$ cat src/rtl/controle_painel.sv
// rtl/controle_painel.sv - mode-select sequencer for the five-row scrolling display register bank
// Loads the message, then rotates it at a prescaled rate; all outputs are registered.

module controle_painel #(
    parameter int PRESCALE = 25000000,
    parameter int WIDTH    = 16
) (
    input  logic       clk,
    input  logic       rst,
    input  logic       start,
    input  logic       stop,
    input  logic       pause,
    input  logic       dir,
    output logic       ch0,
    output logic       ch1,
    output logic [3:0] pos,
    output logic       busy,
    output logic       volta
);

    localparam int             PW    = (PRESCALE > 1) ? $clog2(PRESCALE) : 1;
    localparam logic [PW-1:0]  PLAST = PW'(PRESCALE - 1);
    localparam logic [3:0]     PMAX  = 4'(WIDTH - 1);

    typedef enum logic [1:0] {IDLE, LOAD, SHOW, SHIFT} state_t;

    state_t        state, state_n;
    logic [PW-1:0] presc, presc_n;
    logic          dir_q, dir_q_n;
    logic [1:0]    ch, ch_n;
    logic [3:0]    pos_n, pos_step;
    logic          busy_n, volta_n;

    assign {ch1, ch0} = ch;

    always_ff @(posedge clk or negedge rst) begin
        if (!rst) begin
            state <= IDLE;
            presc <= '0;
            dir_q <= 1'b0;
            ch    <= 2'b00;
            pos   <= 4'd0;
            busy  <= 1'b0;
            volta <= 1'b0;
        end else begin
            state <= state_n;
            presc <= presc_n;
            dir_q <= dir_q_n;
            ch    <= ch_n;
            pos   <= pos_n;
            busy  <= busy_n;
            volta <= volta_n;
        end
    end

    always_comb begin
        state_n = state;
        if (stop) begin
            state_n = IDLE;
        end else if (start) begin
            state_n = LOAD;
        end else begin
            case (state)
                IDLE:    state_n = IDLE;
                LOAD:    state_n = SHOW;
                SHOW:    state_n = (!pause && presc == PLAST) ? SHIFT : SHOW;
                SHIFT:   state_n = SHOW;
                default: state_n = IDLE;
            endcase
        end
    end

    // pos tracks the bank content, so it moves on the edge that ends SHIFT
    always_comb begin
        pos_step = dir_q ? ((pos == 4'd0) ? PMAX : pos - 4'd1)
                         : ((pos == PMAX) ? 4'd0 : pos + 4'd1);

        ch_n = 2'b00;
        case (state_n)
            LOAD:    ch_n = 2'b11;
            SHIFT:   ch_n = dir ? 2'b10 : 2'b01;
            default: ch_n = 2'b00;
        endcase

        busy_n = (state_n != IDLE);

        presc_n = '0;
        if (state == SHOW && state_n == SHOW)
            presc_n = pause ? presc : presc + 1'b1;

        dir_q_n = (state == SHOW && state_n == SHIFT) ? dir : dir_q;

        pos_n   = pos;
        volta_n = 1'b0;
        if (state_n == LOAD) begin
            pos_n = 4'd0;
        end else if (state == SHIFT && state_n == SHOW) begin
            pos_n   = pos_step;
            volta_n = (pos_step == 4'd0);
        end
    end

endmodule

$ cat config.mk
export PLATFORM = sky130hd
export DESIGN_NAME = controle_painel
export DESIGN_NICKNAME = d
export VERILOG_FILES = /design/src/rtl/controle_painel.sv
export SDC_FILE = /design/constraint.sdc
export NUM_CORES = 1
export LEC_CHECK = 0
export BUFFER_PORTS_ARGS = -buffer_cell sky130_fd_sc_hd__buf_4
export CAP_MARGIN = 10
export CORE_UTILIZATION = 44
export DETAILED_ROUTE_END_ITERATION = 10
export GPL_TIMING_DRIVEN = 1
export PLACE_DENSITY = 0.59
export SLEW_MARGIN = 25
export SYNTH_ARGS = -nofsm -noshare
export SYNTH_HDL_FRONTEND = slang
export SYNTH_SLANG_ARGS = --single-unit
$ cat constraint.sdc
create_clock -name clk -period 3.4 [get_ports clk]
set_input_delay 0.17 -clock clk [delete_from_list [all_inputs] [get_ports clk]]
set_output_delay 0.17 -clock clk [all_outputs]
set_load 0.01 [all_outputs]
* Yosys cells after proc, flatten, opt, wreduce, memory -nomap -nowiden
Index checks and enable logic that the tools add are counted. Widths: inputs -> output; s select.
Cells by class: eq/ne operators 9, bitwise logic cells 0, divide/modulo/power cells 0, multiplexer cells 15, reduce and logical (&&, ||, !) cells 11, $add $sub $neg 3, order comparisons 0, multiply operators 0, shift-type cells 0
Operators with widths (count):
- $mux 25 | 2
- $add 25x1->25 const B | 1
- $eq 25x25->1 const B | 1
- $mux 4 | 5
- $eq 2x2->1 const B | 4
- $logic_not 4->1 | 2
- $mux 2 | 3
- $pmux 2 s3 | 1
- $add 4x1->4 const B | 1
- $eq 2x1->1 const B | 2
- $eq 4x4->1 const B | 1
- $logic_and 1x1->1 | 4
- $pmux 2 s2 | 1
- $reduce_bool 2->1 | 2
- $sub 4x1->4 const B | 1
- $mux 1 | 3
- $logic_not 2->1 | 1
- $ne 2x2->1 const B | 1
- $reduce_or 2->1 | 1
- $logic_not 1->1 | 1
Storage, ports and cells: memory bits (writable) 0, latch bits 0, ROM bits 0, memories kept 0, output and inout port bits 8, register bits 36

* Depth between registers and ports, before layout
depth in word-level cells 10, depth in mapped cells 8

* Worst setup path after synthesis
No wires, ideal clock.
kind flip-flop to flip-flop, start point register presc[6], end point register dir_q, data required time 3.275 ns, arrival 1.896 ns, setup time 0.125 ns, stages on the path, launching flop included 6, setup slack 1.379 ns, path through dfrtp_1 or4b_1 nor4_2 nand4b_2 or3_4 mux2i_1
On the way: longest elaborated chain between the ends 8
Ends and longest elaborated chain:
- start: declaration | line 28 | logic [PW-1:0] presc, presc_n;
- start signal: assignment | line 47 | presc <= presc_n;
- $eq 25x25->1 | line 66 | SHOW: state_n = (!pause && presc == PLAST) ? SHIFT : SHOW;
- $logic_and 1x1->1 | line 66
- $mux 1 | line 66
- $pmux 2 s3 | line 63 | case (state)
- $mux 2 | line 60 | end else if (start) begin
- $mux 2 | line 58 | if (stop) begin
- $eq 2x2->1 | line 91 | dir_q_n = (state == SHOW && state_n == SHIFT) ? dir : dir_q;
- $logic_and 1x1->1 | line 91
- end signal: assignment | line 48 | dir_q <= dir_q_n;
- end: declaration | line 29 | logic dir_q, dir_q_n;
No other way between the ends. A chain may end at the register's enable or synchronous reset.

* Worst setup path after layout
start point register presc[6], end point register presc[7]
On the way: longest elaborated chain between the ends 9, elaborated cells on any way between the ends 12
Ends and longest elaborated chain:
- $eq 25x25->1 | line 66
- $logic_and 1x1->1 | line 66
- $mux 1 | line 66
- $pmux 2 s3 | line 63
- $mux 2 | line 60
- $mux 2 | line 58
- $eq 2x2->1 | line 88 | if (state == SHOW && state_n == SHOW)
- $logic_and 1x1->1 | line 88
- $ne 2x2->1 (no line) or $mux 25 (tied branches)
Several ways; a longest one is shown, not always the timed one. The select of a mux whose other input is x is not followed.

==> impl_metrics.yaml <==
status:
  status: "completed"
timing:
  tightest_slew_ns: 0.5883
  slew_viol_final: 0
  rsz0062_at_grt: "false"
  min_period_over_period_pct: 73.02
  fin_tns_setup_ns: 0
  fin_ws_ns: 0.9172
  max_freq_mhz: 402.8
  finClkSkew_ns: 0.007977
  min_period_ns: 2.483
  finalSetupViolations: 0
  hold_viol: 0
  hold_ws_ns: 0.09094
  slew_headroom_pct: 60.45
worst_setup_path:
  crit_path_top_delay_cell: "or4b_1"
  end_kind: "flop"
  critPathMaxStageDelay_ns: 0.56
  required_ns: 3.57
  crit_chain: "or4b_1 > nor4_2 > nand4b_2 > o21bai_1 > buf_4 > nor2_1"
  crit_type: "flop to flop"
  critPathMaxFanout: 15
  startpoint_type: "flop"
  arrival_ns: 2.65
die:
  start_util_pct: 47.34
  fp.coreArea_um2: 4115
  dieArea_um2: 4698
  ios: 14
  core.rowCount: 23
  die_y_um: 68.54
  die_w_um: 68.54
drt:
  drt_iter0_drc: 54
  drt-total-wl_mm: 3.885
  wl_per_cell_um: 13.97
  drt_pass1_iterations: 4
  dr_total_vias: 1535
  drc: 0
  ant_nets: 0
  viasPerCell: 5.522
finish:
  final_nets: 237
  antenna_cells: 0
  area_growth_pct: 13.94
  fin_area_um2: 2220
  drive_gt1_share_pct: 13.60
grt:
  grt_pass1_vias: 1491
  grt_usage_pct: 19.90
  grt_pass1_wl_mm: 6.755
  antenna_found_initial: 0
  overflow: 0
  grt_max_degree: 37
clock_tree:
  cts_root_buf: "clkbuf_8"
  cts_buffer_depth: 2
  cts_tree: "yes"
  cts_hold_buf: 1
  numCtsBuffers: 5
  cts_max_level: 2
  clkTransAtPathRegs_ns: 0.08
  postCtsSetupBuffers: 0
  ctsResizeCount: 0
  cts.sink_count: 36
  clk_latency_ns: 0.29
logic_synthesis:
  synth_top_area_share_pct: 46.24
  synth-edff-count: 0
  syn_area_um2: 1948
  yosysTopAreaCell: "dfrtp_1"
  yosysSeqAreaShare_pct: 46.24
  synth_flop_cell: "dfrtp_1"
  synth_area_leaders: "dfrtp_1 46%, nor2_1 6.2%, xor2_1 5.4%"
  async_reset_ff_share_pct: 100.0
  synth-seq-cells: 36
  yosysWarnings: 0
  yosysUniqueCellTypes: 44
  syn_inst: 209
  synth.net_count: 219
  syn_avg_cell_area_um2: 9.321
placed_design:
  hpwl_mm: 2.914
  dpl_cell_area_um2: 2098
  place_ws_ns: 0.9025
  gp_congestion: 0.8126
  port-buffer-count: 13
pwr:
  fin_total_pwr_mw: 0.9324
  power_density_nw_per_um2: 420.1
  leakage_nw: 0.9317
  vdd_drop_max_uv: 199.3
hold_path:
  hold_class: "primary input to flop"
job:
  drv_cap: 0
==> per-stage QoR <==
stage	instances	utilization [%]
2_1_floorplan	209	-
3_3_place_gp	269	50.99
3_5_place_dp	269	50.99
4_1_cts	278	53.94
5_1_grt	278	53.94
6_report	278	53.94
==> cells in the final DEF, fill, tap and decap left out, types with 2 or more instances in the layout <==
| cell type | count |
|---|---|
| or3_1 | 4 |
| nand3_1 | 13 |
| ha_1 | 4 |
| a21oi_1 | 5 |
| nor2b_1 | 2 |
| or2_2 | 2 |
| nand2_1 | 19 |
| mux2i_1 | 2 |
| o21ai_0 | 8 |
| o21bai_1 | 2 |
| a31oi_1 | 5 |
| xor2_1 | 12 |
| clkbuf_8 | 5 |
| a22oi_1 | 2 |
| and3_1 | 3 |
| dfrtp_1 | 36 |
| a311oi_1 | 2 |
| xnor2_1 | 9 |
| nand2b_1 | 4 |
| nand4_1 | 4 |
| inv_1 | 10 |
| or4b_1 | 2 |
| nor2_1 | 32 |
| nor3_1 | 3 |
| nor4_2 | 2 |
| buf_4 | 14 |
==> registers in the layout, indices dropped and copies added (netlist names) <==
register,count
pos,4
presc,25
state,2
busy,1
ch,2
dir_q,1
volta,1
==> power by group <==
part,switching [mW],internal (mW),total [mW],leakage [nW]
logic,0.0572,0.0501,0.107,0.386
registers,0.0179,0.438,0.456,0.492
clock network,0.152,0.217,0.369,0.0541
total,0.228,0.705,0.932,0.932
==> critical path, delay by kind of cell, from the launching register on <==
family	cells	cell delay, ns
flops	1	0.44
compound gates	1	0.49
buf+inv	1	0.30
simple gates	4	1.14
==> final cells by class <==
cell class	count	area, um^2
clock buffers	5	68.82
repair buffers	15	115.1
clock inverters	3	42.54
inverters	10	37.54
flip-flops and latches	36	900.9
well taps	50	62.56
multi-input cells	159	992.2
fillers	356	1896
==> kinds of logic after synthesis <==
group / synth area share (%)
simple gates: 28.32
mux: 1.028
compound gates: 9.570
fa+ha+maj: 2.569
xor+xnor: 9.441
buf+inv: 2.826
flops: 46.24
==> Yosys cell counts (5+ instances only) <==
| cell | n |
|---|---|
| o21ai_0 | 8 |
| nor2_1 | 32 |
| xnor2_1 | 9 |
| inv_1 | 10 |
| nand3_1 | 13 |
| dfrtp_1 | 36 |
| nand2_1 | 19 |
| xor2_1 | 12 |
| a31oi_1 | 5 |
| a21oi_1 | 5 |
==> per-layer routing <==
metal,up-vias,GRT usage [%],routed length [um]
li1,763,-,-
met1,735,24.27,1760
met2,31,34.19,1935
met3,6,4.441,145
met4,0,7.292,43
met5,-,0,0
==> worst paths after layout <==
path	depth (start not counted)	slack, ns	end	startpoint
worst max register to register	6	0.92	presc[7]	presc[6]
worst min register to register	2	0.56	presc[1]	presc[1]
worst min-delay path	2	0.09	busy	stop
max in group asynchronous	2	2.70	presc[1]	rst
min in group asynchronous	2	0.37	dir_q	rst
worst max-delay path	6	0.92	presc[7]	presc[6]
Power figures use the tool's default switching activity.
